<file path="src/rtl/sw_cond_pkg.sv">
// Shared types and defaults for the switch conditioner.
package sw_cond_pkg;

    localparam int DEFAULT_DEBOUNCE = 16;

    typedef enum logic [1:0] {
        LOW       = 2'd0,
        PEND_HIGH = 2'd1,
        HIGH      = 2'd2,
        PEND_LOW  = 2'd3
    } hs_state_t;

endpackage

</file>
<file path="src/rtl/sw_cond_if.sv">
// Raw switch inputs towards the conditioner and conditioned outputs towards the core.
interface sw_cond_if #(parameter int N = 8);

    logic [N-1:0] sw_data_raw;
    logic         sw_hs_raw;
    logic [N-1:0] sw_data;
    logic         sw_hs;
    logic         hs_rise;
    logic         hs_fall;

    modport master (
        output sw_data_raw, sw_hs_raw,
        input  sw_data, sw_hs, hs_rise, hs_fall
    );

    modport slave (
        input  sw_data_raw, sw_hs_raw,
        output sw_data, sw_hs, hs_rise, hs_fall
    );

endinterface

</file>
<file path="src/rtl/sync2.sv">
// Two-flop synchroniser for asynchronous level inputs.
// Latency: 2 cycles.
// Backpressure: none, free-running.
module sync2 #(
    parameter int W = 1
) (
    input  logic         clk,
    input  logic         reset,
    input  logic [W-1:0] d,
    output logic [W-1:0] q
);

    logic [W-1:0] r1;
    logic [W-1:0] r2;

    always_ff @(posedge clk) begin
        if (reset) begin
            r1 <= '0;
            r2 <= '0;
        end else begin
            r1 <= d;
            r2 <= r1;
        end
    end

    assign q = r2;

endmodule

</file>
<file path="src/rtl/sw_conditioner.sv">
// Synchronises switches, debounces the handshake and freezes data at each accepted edge.
// Latency: DEBOUNCE_CYCLES+2 edges from raw handshake change to sw_hs/pulse (data settled).
// Backpressure: none; acceptance waits for the data bus to be stable DEBOUNCE_CYCLES cycles.
module sw_conditioner
    import sw_cond_pkg::*;
#(
    parameter int N               = 8,
    parameter int DEBOUNCE_CYCLES = DEFAULT_DEBOUNCE
) (
    input  logic       clk,
    input  logic       reset,
    sw_cond_if.slave   bus
);

    localparam int            CW       = $clog2(DEBOUNCE_CYCLES + 1);
    localparam logic [CW-1:0] CNT_MAX  = CW'(DEBOUNCE_CYCLES);
    localparam logic [CW-1:0] CNT_LAST = CW'(DEBOUNCE_CYCLES - 1);

    logic [N:0]    sync_q;
    logic [N-1:0]  s_data;
    logic          s_hs;
    logic [N-1:0]  s_data_q;
    logic [CW-1:0] dcnt;
    logic          settled;

    hs_state_t     state;
    logic [CW-1:0] hcnt;
    logic          hs_q;
    logic [N-1:0]  data_q;
    logic          rise_q;
    logic          fall_q;

    sync2 #(.W(N + 1)) u_sync (
        .clk   (clk),
        .reset (reset),
        .d     ({bus.sw_hs_raw, bus.sw_data_raw}),
        .q     (sync_q)
    );

    assign s_data  = sync_q[N-1:0];
    assign s_hs    = sync_q[N];
    assign settled = (dcnt == CNT_MAX);

    always_ff @(posedge clk) begin
        if (reset) begin
            s_data_q <= '0;
            dcnt     <= '0;
        end else begin
            s_data_q <= s_data;
            if (s_data != s_data_q)
                dcnt <= '0;
            else if (dcnt != CNT_MAX)
                dcnt <= dcnt + CW'(1);
        end
    end

    // A pending edge saturates at CNT_LAST and waits there until the data bus has settled.
    always_ff @(posedge clk) begin
        if (reset) begin
            state  <= LOW;
            hcnt   <= '0;
            hs_q   <= 1'b0;
            data_q <= '0;
            rise_q <= 1'b0;
            fall_q <= 1'b0;
        end else begin
            rise_q <= 1'b0;
            fall_q <= 1'b0;
            case (state)
                LOW: begin
                    if (s_hs) begin
                        state <= PEND_HIGH;
                        hcnt  <= CW'(1);
                    end
                end
                PEND_HIGH: begin
                    if (!s_hs) begin
                        state <= LOW;
                        hcnt  <= '0;
                    end else if (hcnt < CNT_LAST) begin
                        hcnt <= hcnt + CW'(1);
                    end else if (settled) begin
                        state  <= HIGH;
                        hcnt   <= '0;
                        hs_q   <= 1'b1;
                        data_q <= s_data;
                        rise_q <= 1'b1;
                    end
                end
                HIGH: begin
                    if (!s_hs) begin
                        state <= PEND_LOW;
                        hcnt  <= CW'(1);
                    end
                end
                PEND_LOW: begin
                    if (s_hs) begin
                        state <= HIGH;
                        hcnt  <= '0;
                    end else if (hcnt < CNT_LAST) begin
                        hcnt <= hcnt + CW'(1);
                    end else if (settled) begin
                        state  <= LOW;
                        hcnt   <= '0;
                        hs_q   <= 1'b0;
                        data_q <= s_data;
                        fall_q <= 1'b1;
                    end
                end
                default: begin
                    state <= LOW;
                    hcnt  <= '0;
                end
            endcase
        end
    end

    assign bus.sw_data = data_q;
    assign bus.sw_hs   = hs_q;
    assign bus.hs_rise = rise_q;
    assign bus.hs_fall = fall_q;

endmodule

</file>
<file path="src/flat_wrapper.sv">
// flat-port wrapper written by rule: the top's interface ports become plain ports
module sw_conditioner_flat import sw_cond_pkg::*;
#(
    parameter int N               = 8,
    parameter int DEBOUNCE_CYCLES = DEFAULT_DEBOUNCE
)
  (clk, reset, bus_sw_data_raw, bus_sw_hs_raw, bus_sw_data, bus_sw_hs, bus_hs_rise, bus_hs_fall);
  sw_cond_if #(.N(N)) bus_i ();
  input  logic clk;
  input  logic reset;
  input wire logic [$bits(bus_i.sw_data_raw)-1:0] bus_sw_data_raw;
  input wire logic [$bits(bus_i.sw_hs_raw)-1:0] bus_sw_hs_raw;
  output wire logic [$bits(bus_i.sw_data)-1:0] bus_sw_data;
  output wire logic [$bits(bus_i.sw_hs)-1:0] bus_sw_hs;
  output wire logic [$bits(bus_i.hs_rise)-1:0] bus_hs_rise;
  output wire logic [$bits(bus_i.hs_fall)-1:0] bus_hs_fall;
  assign bus_i.sw_data_raw = bus_sw_data_raw;
  assign bus_i.sw_hs_raw = bus_sw_hs_raw;
  assign bus_sw_data = bus_i.sw_data;
  assign bus_sw_hs = bus_i.sw_hs;
  assign bus_hs_rise = bus_i.hs_rise;
  assign bus_hs_fall = bus_i.hs_fall;
  sw_conditioner #(.N(N), .DEBOUNCE_CYCLES(DEBOUNCE_CYCLES)) u_core (.clk(clk), .reset(reset), .bus(bus_i));
endmodule
</file>
<file path="config.mk">
export PLATFORM = sky130hd
export DESIGN_NAME = sw_conditioner_flat
export DESIGN_NICKNAME = d
export VERILOG_FILES = /design/src/rtl/sw_cond_pkg.sv /design/src/rtl/sw_cond_if.sv /design/src/rtl/sync2.sv /design/src/rtl/sw_conditioner.sv /design/src/flat_wrapper.sv
export SDC_FILE = /design/constraint.sdc
export NUM_CORES = 1
export LEC_CHECK = 0
export CAP_MARGIN = 30
export CORE_MARGIN = 4
export CORE_UTILIZATION = 50
export DETAILED_ROUTE_END_ITERATION = 7
export DONT_BUFFER_PORTS = 1
export PLACE_DENSITY = 0.68
export SYNTH_ARGS = -nofsm -noshare
export SYNTH_HDL_FRONTEND = slang
export SYNTH_HIERARCHICAL = 1
export SYNTH_SLANG_ARGS = --single-unit
</file>
<file path="constraint.sdc">
create_clock -name clk -period 1.95 [get_ports clk]
set_clock_uncertainty 0.2 [all_clocks]
set_input_delay 0.39 -clock clk [delete_from_list [all_inputs] [get_ports clk]]
set_output_delay 0.39 -clock clk [all_outputs]
set_load 0.1 [all_outputs]
</file>
==> flow_metrics.tcl <==
set metrics [dict create \
    status "finished clean" \
    postLayoutCellArea_um2 2187 \
    fp-row-count 21 \
    grt_overflow_total 0 \
    worstSkewPairLatency_ns 0.30 \
    instances_no_fill 236 \
    top_layer "met4" \
    pre_cts_slack_ns 0.1181 \
    first_iter_violations 37 \
    antenna_found_initial 0 \
    gp_congestion 0.7605 \
    via_count 1232 \
    path_buf_inv 1 \
    met3_wirelength_um 149 \
    hold_viol_final 0 \
    arrival_ns 1.76 \
    nets 203 \
    dr.pass1.iters 4 \
    initial_core_util_pct 53.79 \
    cts_made_buffers 5 \
    grt_pass1_vias 1258 \
    power_leakage_nw 0.9423 \
    slowest_delay_ns 0.35 \
    crit_required_ns 1.93 \
    yosys.area.top_type "dfxtp_1" \
    whs_ns 0.01332 \
    die_y_um 69.08 \
    cap_violations 0 \
    syn-instance-count 172 \
    min_period_over_period_pct 91.51 \
    wl_met2_mm 1.631 \
    die_area_um2 4772 \
    grt_pass1_wl_mm 5.616 \
    ys_async_sr_fraction_pct 0 \
    synthTopCellsByArea "dfxtp_1, nor2b_1, mux2i_1" \
    diodes 0 \
    cts.sinks 49 \
    wl_mm 3.158 \
    h-tree-depth 2 \
    core_area_um2 3468 \
    p_clk_share_pct 42.4 \
    totalPowerFinal_mw 1.997 \
    root_buffer "clkbuf_8" \
    p_sw_uw 403.9 \
    ant_nets 0 \
    syn-num-nets 186 \
    slew_violations 0 \
    pwr-share-seq_pct 52.5 \
    post_drt_wl_per_cell_um 13.38 \
    p_comb_share_pct 5.0 \
    synth_edf_count 0 \
    dp_hpwl_mm 2.117 \
    ys_ff_latch 49 \
    pin_count 22 \
    drt-met1-wl_mm 1.289 \
    avgSynthCellArea_um2 10.85 \
    track_usage_pct 14.80 \
    tightest_slew_ns 0.4381 \
    yosys_most_used_dff "dfxtp_1" \
    synth_cell_type_count 39 \
    min_period_ns 1.784 \
    drc 0 \
    ctsLongestPathBuffers 2 \
    start_kind "register" \
    slew-limit-headroom_pct 70.70 \
    synth.most_common_cell "dfxtp_1" \
    min_path_type "input port to register" \
    power_density_nw_per_um2 913.0 \
    drive_gt1_share_pct 16.32 \
    fmax_ghz 0.5604 \
    place_area_um2 1967 \
    seq_area_frac_synth_pct 52.58 \
    swShare_pct 20.23 \
    area_growth_pct 17.24 \
    synth_common_cells "dfxtp_1, nor2b_1, nor2_1" \
    crit_type "register to register" \
    cp_slowest_cell "dfxtp_1" \
    n_fill_cell 287 \
    die_width_um 69.08 \
    setup_ws_ns 0.1656 \
    critPathCaptureType "register" \
    syn_area_um2 1866 \
    crit_chain "inv_1, ha_1, and4bb_4, nand4_4, mux2i_1, nor2_1" \
    internal_power_mw 1.593 \
    dp_cells 223 \
    post-route-util_pct 63.06 \
    path_clk_slew_ns 0.08 \
    path_delay_family "simple AND/OR/NAND/NOR gates" \
    cts_tree "built" \
    ys_warn_count 6 \
    grt_max_degree 34 \
    drt-vias-per-instance 5.220 \
    tns_ns 0 \
    port_buffers 0 \
    vdd_drop_max_mv 0.7073 \
    crit_fanout 8 \
    synth_top_area_share_pct 52.58 \
    post_cts_buffers 0 \
    rsz0062_at_grt "no" \
    setup_violations 0 \
]
[registers in the layout, indices dropped and copies added (netlist names), named ones only]
register,flops
u_core/hcnt,5
u_core/state,1
u_core/bus.sw_hs,1
u_core/bus.hs_rise,1
u_core/dcnt,5
u_core/u_sync/q,9
u_core/bus.sw_data,8
u_core/s_data_q,8
u_core/bus.hs_fall,1
u_core/u_sync/r1,9
[layout make-up]
type / count / area [um^2] / area share, %
timing repair buffer: 16 / 150.1 / 6.865
sequential: 49 / 980.9 / 44.85
multi-input combinational: 114 / 849.6 / 38.84
tap: 46 / 57.56 / 2.632
clock inverter: 3 / 68.82 / 3.146
inverter: 3 / 11.26 / 0.5149
clock buffer: 5 / 68.82 / 3.146
[cells by family after synthesis]
| logic type | Yosys count | synth area share [%] |
|---|---|---|
| flip-flops | 49 | 52.58 |
| AO/OA/AOI/OAI | 16 | 6.506 |
| adder cells (fa/ha/maj) | 3 | 2.012 |
| multiplexers | 9 | 4.829 |
| AND/OR/NAND/NOR | 74 | 25.35 |
| buffers and inverters | 9 | 2.682 |
| XOR/XNOR | 12 | 6.037 |
[timing repair]
item | in CTS | in global routing
endpoints found under the hold margin | 34 | 0
gates resized for setup | 0 | 2
hold buffers | 4 | 0
setup endpoints to repair | 0 | 5
[path summary, 6_finish.rpt]
path | start | depth (start not counted) | slack, ns | end
setup reg to reg | u_core/dcnt[0] | 6 | 0.17 | u_core/bus.sw_data[7]
hold reg to reg | u_core/u_sync/r1[1] | 1 | 0.23 | u_core/u_sync/q[1]
hold / removal | bus_sw_data_raw[1] | 1 | 0.01 | u_core/u_sync/r1[1]
setup / recovery | u_core/dcnt[0] | 6 | 0.17 | u_core/bus.sw_data[7]
[cells in the final DEF, fill, tap and decap left out, types with 4 or more instances in the layout]
master / Yosys / routed
nand2_1: 6 / 6
nor2_1: 18 / 18
dfxtp_1: 49 / 49
xnor2_1: 8 / 8
mux2i_1: 9 / 9
nor2b_1: 20 / 20
clkbuf_8: 0 / 5
and2b_1: 7 / 7
nand3_1: 5 / 5
buf_4: 2 / 11
dlygate4sd3_1: 0 / 4
[power groups by stage]
stage	logic, mW	clock network, mW	registers [mW]
after floorplan	0.0647	0	1.08
final	0.101	0.847	1.05
after global routing	0.113	0.930	1.05
after detailed placement	0.0787	0	1.07
after CTS	0.0950	0.879	1.05
after global placement	0.0753	0	1.07
[layer usage]
metal  vias to the layer above  track usage, %
met5                         -               0
met4                         0           8.460
met3                         9           4.942
met2                        22           25.11
met1                       582           15.97
li1                        619               -
Power figures use the tool's default switching activity.
